File: config.mk
export PLATFORM = sky130hd
export DESIGN_NAME = toggle_cover_detect
export DESIGN_NICKNAME = d
export VERILOG_FILES = /design/src/rtl/toggle_cover_pkg.sv /design/src/rtl/toggle_cover_bit.sv /design/src/rtl/toggle_cover_detect.sv
export SDC_FILE = /design/constraint.sdc
export NUM_CORES = 1
export LEC_CHECK = 0
export CORE_ASPECT_RATIO = 0.5
export CORE_MARGIN = 3
export CORE_UTILIZATION = 44
export DETAILED_ROUTE_END_ITERATION = 10
export PLACE_DENSITY = 0.65
export SYNTH_ARGS = -nofsm -noshare
export SYNTH_HDL_FRONTEND = slang
export SYNTH_SLANG_ARGS = --single-unit
File: constraint.sdc
create_clock -name clock -period 15.8 [get_ports clock]
set_input_delay 1.58 -clock clock [delete_from_list [all_inputs] [get_ports clock]]
set_output_delay 1.58 -clock clock [all_outputs]
set_load 0.01 [all_outputs]
File: src/rtl/toggle_cover_pkg.sv
// Shared types and helpers for the toggle-coverage detector: FSM state encoding
// and a width-bounded popcount used for the covered-bit count.
package toggle_cover_pkg;

    typedef enum logic [1:0] {
        IDLE   = 2'd0,
        ACTIVE = 2'd1,
        DONE   = 2'd2
    } state_t;

    // Upper bound on the probed width the popcount helper accepts.
    localparam int POP_MAX_W = 1024;

    function automatic int popcount(input logic [POP_MAX_W-1:0] v, input int width);
        int cnt;
        cnt = 0;
        for (int i = 0; i < POP_MAX_W; i++) begin
            if (i < width) begin
                cnt = cnt + {31'b0, v[i]};
            end
        end
        return cnt;
    endfunction

endpackage

File: src/rtl/toggle_cover_bit.sv
// One probed bit: remembers whether a rise and a fall have been seen and raises
// a single registered valid pulse the first time both have happened.
module toggle_cover_bit (
    input  logic clock,
    input  logic clear,
    input  logic detect,
    input  logic prev,
    input  logic sig,
    output logic valid,
    output logic covered_next
);

    logic rose;
    logic fell;
    logic covered;
    logic rose_n;
    logic fell_n;
    logic hit;

    // NOTE: every always_comb output is assigned on every path, so no latch can be inferred.
    always_comb begin
        rose_n       = rose | (~prev & sig);
        fell_n       = fell | (prev & ~sig);
        hit          = detect & rose_n & fell_n & ~covered;
        covered_next = covered | hit;
    end

    // NOTE: sequential state uses non-blocking assignments so all flops update from pre-edge values.
    always_ff @(posedge clock) begin
        if (clear) begin
            rose    <= 1'b0;
            fell    <= 1'b0;
            covered <= 1'b0;
            valid   <= 1'b0;
        end else begin
            valid <= hit;
            if (detect) begin
                rose    <= rose_n;
                fell    <= fell_n;
                covered <= covered_next;
            end
        end
    end

endmodule

File: src/rtl/toggle_cover_detect.sv
// Per-bit toggle-coverage detector: FSM gating detection, baseline register,
// covered-bit count and the all-covered flag around WIDTH toggle_cover_bit cells.
module toggle_cover_detect
    import toggle_cover_pkg::*;
#(
    parameter  int WIDTH = 32,
    localparam int CNT_W = $clog2(WIDTH + 1)
) (
    input  logic             clock,
    input  logic             reset,
    input  logic [WIDTH-1:0] sig,
    input  logic             enable,
    input  logic             clear,
    output logic [WIDTH-1:0] valid,
    output logic [CNT_W-1:0] covered_cnt,
    output logic             all_covered
);

    state_t               state;
    logic [WIDTH-1:0]     prev;
    logic [WIDTH-1:0]     covered_next;
    logic [POP_MAX_W-1:0] covered_ext;
    logic [CNT_W-1:0]     next_cnt;
    logic                 next_all;
    logic                 sync_clear;
    logic                 detect;

    // Reset and clear have identical effect, so the bit cells see one combined re-arm.
    assign sync_clear = reset | clear;
    assign detect     = (state == ACTIVE) & enable;

    for (genvar g = 0; g < WIDTH; g++) begin : g_bit
        toggle_cover_bit u_bit (
            .clock        (clock),
            .clear        (sync_clear),
            .detect       (detect),
            .prev         (prev[g]),
            .sig          (sig[g]),
            .valid        (valid[g]),
            .covered_next (covered_next[g])
        );
    end

    always_comb begin
        covered_ext = POP_MAX_W'(covered_next);
        next_cnt    = CNT_W'(popcount(covered_ext, WIDTH));
        next_all    = &covered_next;
    end

    always_ff @(posedge clock) begin
        if (sync_clear) begin
            state       <= IDLE;
            prev        <= '0;
            covered_cnt <= '0;
            all_covered <= 1'b0;
        end else begin
            case (state)
                IDLE: begin
                    // Baseline capture only; a change across an enable gap is never an edge.
                    if (enable) begin
                        prev  <= sig;
                        state <= ACTIVE;
                    end
                end
                ACTIVE: begin
                    if (enable) begin
                        prev        <= sig;
                        covered_cnt <= next_cnt;
                        all_covered <= next_all;
                        if (next_all) begin
                            state <= DONE;
                        end
                    end else begin
                        state <= IDLE;
                    end
                end
                DONE: begin
                    state <= DONE;
                end
                default: begin
                    state <= IDLE;
                end
            endcase
        end
    end

endmodule

Yosys cells after proc, flatten, opt, wreduce, memory -nomap -nowiden --
Cells that the tools add are included.
Storage, ports and cells: bits in registers 169, input port bits 36, output and inout bits 39
Operators by class: $add $sub $neg 31, equal/unequal tests 4, muxes and demuxes 4, bitwise logic cells 354, reductions and logical operators 6
Operator list (count):
- AND 1 bit | 161
- adder 6 x 1 -> 6 bit | 26
- bitwise OR 1 bit | 97
- NOT 1 bit | 96
- AND reduction 32 bit | 1
- adder 5 x 1 -> 6 bit | 1
- 2-to-1 mux 2 bit | 3
- case mux 2 bit (3 select lines) | 1
- AND reduction 2 bit | 3
- adder 4 x 1 -> 5 bit | 1
- adder 3 x 1 -> 4 bit | 1
- adder 2 x 1 -> 3 bit | 1
- inequality test 3 bit (second input constant) | 1
- adder 1 x 1 -> 2 bit | 1
- equality test 2 x 1 -> 1 bit (second input constant) | 1
- equality test 2 bit (second input constant) | 1
- zero test 2 bit | 1
- inequality test 2 bit (second input constant) | 1
- OR reduction 2 bit | 1

Depth between registers and ports, before layout --
Gate-level depths: netlist of the first run.
depth in word-level cells 38, mapped depth 27, mapped depth without buffers 24

By module --
From an unflattened synthesis of the first run, not the netlist that was laid out.
Second synthesis, totals: cell total of the unflattened synthesis 884, area, all modules 7413.4 um2
By module, submodules not included:
- toggle_cover_bit | instances 32, cells each 19, area each 158.9 um2, sequential area each 80.1 um2
- toggle_cover_detect | instances 1, cells each 276, area each 2328.5 um2, sequential area each 820.8 um2

Least setup slack after synthesis of the first run --
OpenSTA, ideal clock, no wires.
path kind input port to flip-flop, from input port enable, to register covered_cnt[4], arrival time 6.792 ns, required time 15.730 ns, slack 8.937 ns, stages on the path 27, buffers on the path 3, cell sequence nor2b_2 > buf_4 > nand2_2 > buf_6 > clkbuf_1 > a21oi_1 > nor2_1 > inv_1 > fa_1 > inv_1 > fa_1 > fa_1 > inv_1 > fa_1 > fa_1 > inv_1 > fa_1 > inv_1 > ha_1 > inv_1 > fa_1 > inv_1 > a21o_1 > a21oi_1 > xnor2_1 > nand2_1 > a21oi_1
On the way: elaborated cells on any way between the ends 161
RTL lines:
- start: declaration | RTL line toggle_cover_detect.sv:12 | input logic enable,
- AND 1 bit | RTL line toggle_cover_detect.sv:30 | assign detect = (state == ACTIVE) & enable;
- AND 1 bit (3 in a row) | RTL line toggle_cover_bit.sv:24 | hit = detect & rose_n & fell_n & ~covered;
- bitwise OR 1 bit | RTL line toggle_cover_bit.sv:25 | covered_next = covered | hit;
- via g_bit[27].u_bit.covered_next | RTL line toggle_cover_bit.sv:10 | output logic covered_next
- adder 6 x 1 -> 6 bit (5 in a row) | RTL line toggle_cover_pkg.sv:19 | cnt = cnt + {31'b0, v[i]};
- end signal: assignment | RTL line toggle_cover_detect.sv:68 | covered_cnt <= next_cnt;
- end: declaration | RTL line toggle_cover_detect.sv:15 | output logic [CNT_W-1:0] covered_cnt,
The timed path passes the listed nets, and every way through them passes these cells. A chain may end at the register's enable or synchronous reset.

Worst setup path in the final report of the first run --
from input port enable, to register covered_cnt[4]
On the way: elaborated cells on any way between the ends 161
RTL lines (RTL line):
- AND 1 bit | toggle_cover_detect.sv:30
- AND 1 bit (3 in a row) | toggle_cover_bit.sv:24
- bitwise OR 1 bit | toggle_cover_bit.sv:25
- via g_bit[7].u_bit.covered_next | toggle_cover_bit.sv:10
- adder 6 x 1 -> 6 bit (25 in a row) | toggle_cover_pkg.sv:19
The timed path passes the listed nets, and every way through them passes these cells.

==> results of run 1 <==
state kept, by name, summed over array words and instances (netlist names):
name / count
g_bit.u_bit.covered: 32
g_bit.u_bit.fell: 32
g_bit.u_bit.rose: 32
g_bit.u_bit.valid: 32
prev: 32
covered_cnt: 6
state: 2
all_covered: 1
per-layer routing:
layer / up-vias / part of all wire [%] / wire length, um / global-route usage (%)
li1: 2801 / - / - / -
met4: 0 / 1.1 / 166 / 5.63
met5: - / 0 / 0 / 0
met1: 2636 / 50 / 7770 / 25.4
met2: 115 / 44 / 6900 / 28.0
met3: 19 / 4.5 / 693 / 4.72
report_power, final:
part	internal (W)	switching [W]	total, W	leakage (nW)
combinational	0.0000151	0.0000225	0.0000376	1.40
clock	0.000238	0.000173	0.000410	0.279
sequential	0.000429	0.00000204	0.000431	1.36
total	0.000682	0.000197	0.000880	3.05
synth_stat cells, types with 8 or more instances:
master and number:
a211oi_1 33, a21oi_1 116, a31oi_1 19, and2_1 14, buf_4 33, clkbuf_1 34, dfxtp_1 169, fa_1 24
ha_1 8, inv_1 34, nand2_1 107, nor2_1 97, nor2b_1 65, o21ai_0 47
worst min-delay path by stage:
stage	from	end	slack [ns]	cells past startpoint
3_3_place_gp	g_bit[20].u_bit.covered	g_bit[20].u_bit.valid	0.41	1
6_report	g_bit[0].u_bit.covered	g_bit[0].u_bit.valid	0.41	1
2_1_floorplan	g_bit[11].u_bit.covered	g_bit[11].u_bit.valid	0.39	1
4_1_cts	g_bit[25].u_bit.covered	g_bit[25].u_bit.valid	0.41	1
5_1_grt	g_bit[0].u_bit.covered	g_bit[0].u_bit.valid	0.42	1
3_5_place_dp	g_bit[20].u_bit.covered	g_bit[20].u_bit.valid	0.41	1
layout by cell type (no fill, tap or decap), types with 24 or more instances in the layout:
| cell | n |
|---|---|
| dfxtp_1 | 169 |
| a21oi_1 | 116 |
| nand2_1 | 106 |
| nor2_1 | 97 |
| clkdlybuf4s50_1 | 74 |
| nor2b_1 | 65 |
| o21ai_0 | 47 |
| inv_1 | 34 |
| a211oi_1 | 33 |
| fa_1 | 24 |
cells by family after synthesis:
group	Yosys count	share of synthesized area, %
adders and majority gates	32	8.13
buffers and inverters	105	7.39
DFF	169	47.4
xor gates and xnor gates	3	0.368
and+or+nand+nor	298	19.1
AOI/OAI and AO/OA	225	17.6
per-stage QoR:
stage,setup slack (ns),instances,util (%),power [W],area (um2)
6_report,8.24,1095,53.7,0.000880,8410
5_1_grt,7.82,1095,53.7,0.000910,8410
4_1_cts,8.23,1095,53.7,0.000890,8410
3_5_place_dp,7.80,1064,50.0,0.000479,7830
3_3_place_gp,7.90,1064,50.0,0.000478,7830
2_1_floorplan,8.94,832,-,0.000462,7140
worst max-delay path: stages:
cell and delay [ns]:
clkdlybuf4s50_1 0.49, and3b_2 0.17, buf_4 0.48, buf_4 0.45, a31oi_1 0.13, o21ai_0 0.25, fa_1 0.52, fa_1 0.48
fa_1 0.52, fa_1 0.51, fa_1 0.55, inv_1 0.05, fa_1 0.50, inv_1 0.04, ha_1 0.20, inv_1 0.07
fa_1 0.20, inv_1 0.05, a21o_1 0.16, a21oi_1 0.16, xnor2_1 0.13, nand2_1 0.06, a21oi_1 0.14
layout make-up:
cell class	count	area [um2]
clock inverters	13	145
flip-flops and latches	169	3380
well taps	221	277
clock buffers	18	439
fillers	1400	7250
repair buffers	82	801
inverters	34	128
multi-input cells	558	3240
==> run summary, run 1 <==
Worst Setup Start Kind: primary input
Sequential fraction of the synthesis area: 47.4%
Highest clock rate: 0.132 GHz
Post-CTS sizing: 0
Via Count: 5571
Syn Area/Cell: 8.58 um2
GRT overflow: 0
Worst R2R Start: state[0]
Clock Root Buffer: clkbuf_16
# port buffers: 74
Slew @ Worst Pin: 0.878 ns
Area growth from synthesis to layout: 17.7%
Synth Warn #: 0
Total of max-cap violations: 0
Status: finished, final reports clean
Crit. End Element: flip-flop
Htree depth: 4
FF-to-FF End: covered_cnt[4]
CTS Buffer Depth: 2
Leading register cell type out of synthesis: dfxtp_1
Arrival time at the worst endpoint: 7.91 ns
Post-synth EDFFs: 0
Asr flop ratio synth: 0%
Synth top area share: 47.4%
Ports: 75
#FFs+latches synth: 169
Full die area: 17900 um2
HPWL after DPL: 10400 um
Cell count after synthesis: 832
Crit path time final: 7.56 ns
Cell area after synthesis: 7140 um2
Final WL: 15500 um
Placer Congestion: 0.859
Antenna violations before repair: 0
Die Span Y: 96.1 um
Share of layout cells above drive strength 1: 5.15%
RSZ-0062 raised after global routing: false
Diodes inserted: 0
Peak VDD IR: 0.0812 mV
Drt first pass iters: 5
Slew Limit Fails: 0
WP data required: 16.15 ns
NumNets Final: 930
Starting Density: 45.6%
Endpoints failing hold: 0
Vias/cell: 5.09
Largest net degree at the start of global routing: 84
# hold bufs at CTS: 0
Number of antenna-violating nets in the routed design: 0
Setup crit end: covered_cnt[4]
Post-synth top area cell: dfxtp_1
Number of setup buffers added after CTS: 0
Hold Crit Class: reg2reg
TritonCTS clock tree: built
Worst Skew: 0.0117 ns
Post-Syn Nets: 900
Distinct cell type count after synthesis: 33
Remaining DRCs: 0
Initial DRC Count: 288
Routed len/inst: 14.2 um
Final setup fails: 0
Later-pin clock latency in the skew report: 0.43 ns
CP Launch Point: enable
Clock Sinks: 169
Total negative setup slack: 0 ns
Final worst-path cycle share: 47.9%
Rel. slew slack: 41.5%
PwrDens: 105 nW/um2
Ranking of synthesized cells by area: dfxtp_1, a21oi_1, fa_1
Leak Pwr: 3.05 nW
R2R Setup Slk: 9.50 ns
Clock transition at the registers of the reported paths: 0.06 ns
Inserted Clock Buffers: 17
Core area: 15700 um2
Reg2reg path depth: 22
Worst Setup Path Type: in2reg
Die Width: 186 um
Hold WS: 0.412 ns
Vias in the first global route: 5286
Tot GR Track Use: 18.3%
Worst-path maximum fanout: 55
Global-route wire length before repair: 25500 um
FP Rows: 32
No activity file was read; power rests on OpenSTA's default activity.
==> run 2, diff against run 1 <==
Clock period 15.8 ns to 7.3 ns, I/O delays scaled along.
==> run 2 against run 1 <==
Routed wire length up 4.3%. First-iteration DRC count up 78%. Die area is the same. Clock skew increased by 0.0015 ns. Core utilization rose by 0.088 points. Combinational power rose by 120%. Sequential cell count unchanged. Final cell count increased by 0.46%. Worst hold slack gained 0.0036 ns. Total power increased by 110%. Count of clock-buffer cells in the layout unchanged. Non-clock buffer count up 5.
==> run summary, run 2 (synthesis gave the netlist of run 1 again) <==
Worst-path maximum fanout: 31 (-44%)
Commonest non-fill, non-tap cell in the layout: dfxtp_1
Diodes inserted: 0 (unchanged)
Htree depth: 4 (unchanged)
Worst Skew: 0.0133 ns (+0.00151 ns)
Remaining DRCs: 0 (unchanged)
Global-route wire length before repair: 25900 um (+1.3%)
Slew Limit Fails: 0 (unchanged)
Vias/cell: 5.08 (-0.13%)
TritonCTS clock tree: built
Die Width: 186 um (unchanged)
RSZ-0062 raised after global routing: false
Starting Density: 45.6% (unchanged)
Worst Setup Start Kind: primary input
Largest net degree at the start of global routing: 87 (+3.6%)
Tot GR Track Use: 18.5% (+0.26 points)
Crit path time final: 6.35 ns
# hold bufs at CTS: 0 (unchanged)
Filler cells: 1425 (+1.8%)
Ports: 75 (unchanged)
Non-Filler Instances: 1100 (+0.46%)
Clock transition at the registers of the reported paths: 0.07 ns (about the same)
Crit. End Element: flip-flop
Inserted Clock Buffers: 17 (unchanged)
Routed len/inst: 14.7 um (+3.8%)
Placed Cells incl. Taps: 1069 (+0.47%)
Clock Sinks: 169 (unchanged)
Hold Crit Class: reg2reg
Final worst-path cycle share: 87.0%
Drt first pass iters: 5 (unchanged)
Placer Congestion: 0.835 (-2.8%)
Initial DRC Count: 514 (+78%)
Post-CTS sizing: 0 (unchanged)
PwrDens: 223 nW/um2 (+110%)
Leak Pwr: 3.06 nW (+0.29%)
Commonest non-fill, non-tap cells in the layout: dfxtp_1, a21oi_1, nand2_1, nor2_1, clkdlybuf4s50_1
CTS Buffer Depth: 2 (unchanged)
Peak VDD IR: 0.154 mV (+89%)
Later-pin clock latency in the skew report: 0.42 ns (about the same)
Die Span Y: 96.1 um (unchanged)
Slew @ Worst Pin: 0.918 ns (+0.0403 ns)
FP Rows: 32 (unchanged)
Vias in the first global route: 5216 (-1.3%)
Number of setup buffers added after CTS: 0 (unchanged)
Core area: 15700 um2 (unchanged)
Endpoints failing hold: 0 (unchanged)
Full die area: 17900 um2 (unchanged)
Arrival time at the worst endpoint: 6.69 ns (-1.22 ns)
WP data required: 7.64 ns (-8.51 ns)
Status: finished, final reports clean
Met2 routed WL: 7150 um (+3.6%)
NumNets Final: 935 (+0.54%)
Clock Root Buffer: clkbuf_16
Area growth from synthesis to layout: 17.9%
Worst Setup Path Type: in2reg
Rel. slew slack: 38.8% (-2.7 points)
Total of max-cap violations: 0 (unchanged)
Antenna violations before repair: 0 (unchanged)
HPWL after DPL: 11000 um (+6.0%)
Final setup fails: 0 (unchanged)
Highest clock rate: 0.157 GHz
Final WL: 16200 um (+4.3%)
DR top layer: met4
Number of antenna-violating nets in the routed design: 0 (unchanged)
Metal-1 WL: 8090 um (+4.1%)
Share of layout cells above drive strength 1: 5.80% (+0.65 points)
# port buffers: 74 (unchanged)
GRT overflow: 0 (unchanged)
Total negative setup slack: 0 ns (unchanged)
Met3 WL: 779 um (+12%)
Via Count: 5589 (+0.32%)
## run 2: critical path, stage by stage
cell	delay (ns)
clkdlybuf4s50_1	0.52
and3b_2	0.61
a31oi_1	0.16
o21ai_0	0.27
fa_1	0.51
inv_1	0.08
fa_1	0.43
fa_1	0.52
inv_1	0.06
fa_1	0.48
fa_1	0.56
inv_1	0.06
fa_1	0.49
inv_1	0.04
ha_1	0.20
inv_1	0.07
fa_1	0.20
inv_1	0.05
a21o_1	0.16
a21oi_1	0.16
xnor2_1	0.13
nand2_1	0.06
a21oi_1	0.13
## run 2: path summary, 6_finish.rpt
kind / end / cells past startpoint / slack [ns] / startpoint
max: covered_cnt[4] / 23 / 0.95 / enable
min: g_bit[31].u_bit.valid / 1 / 0.42 / g_bit[31].u_bit.covered
max reg2reg: covered_cnt[4] / 22 / 1.39 / state[0]
min reg2reg: g_bit[31].u_bit.valid / 1 / 0.42 / g_bit[31].u_bit.covered
## run 2: per-stage QoR
stage	hold slack (ns)	total power (W)	instance area (um2)	worst slack (ns)	utilization, %
floorplan	0.394	0.000999	7140	1.29	-
global placement	0.407	0.00104	7870	0.614	50.2
detailed placement	0.413	0.00104	7870	0.529	50.2
CTS	0.420	0.00189	8420	0.957	53.8
global route	0.434	0.00194	8420	0.633	53.8
finish	0.416	0.00188	8420	0.947	53.8
## run 2: layout make-up
cell class | instances | area, um2 | share of cell area, %
Inverter | 34 | 128 | 1.52
Clock inverter | 13 | 119 | 1.41
Sequential cell | 169 | 3380 | 40.2
Clock buffer | 18 | 439 | 5.21
Tap cell | 221 | 277 | 3.28
Multi-Input combinational cell | 558 | 3240 | 38.5
Timing Repair Buffer | 87 | 838 | 9.95
## run 2: report_power, final
| group | leakage, nW | switching, W | total, W | internal, W |
|---|---|---|---|---|
| clock | 0.265 | 0.000380 | 0.000860 | 0.000480 |
| sequential | 1.36 | 0.00000449 | 0.000934 | 0.000929 |
| combinational | 1.43 | 0.0000498 | 0.0000835 | 0.0000336 |
| total | 3.06 | 0.000434 | 0.00188 | 0.00144 |
## run 2: metal layers
| layer | global-route usage [%] | vias up |
|---|---|---|
| met5 | 0 | - |
| met4 | 5.39 | 0 |
| met3 | 4.38 | 15 |
| met2 | 29.3 | 114 |
| met1 | 25.4 | 2653 |
| li1 | - | 2807 |
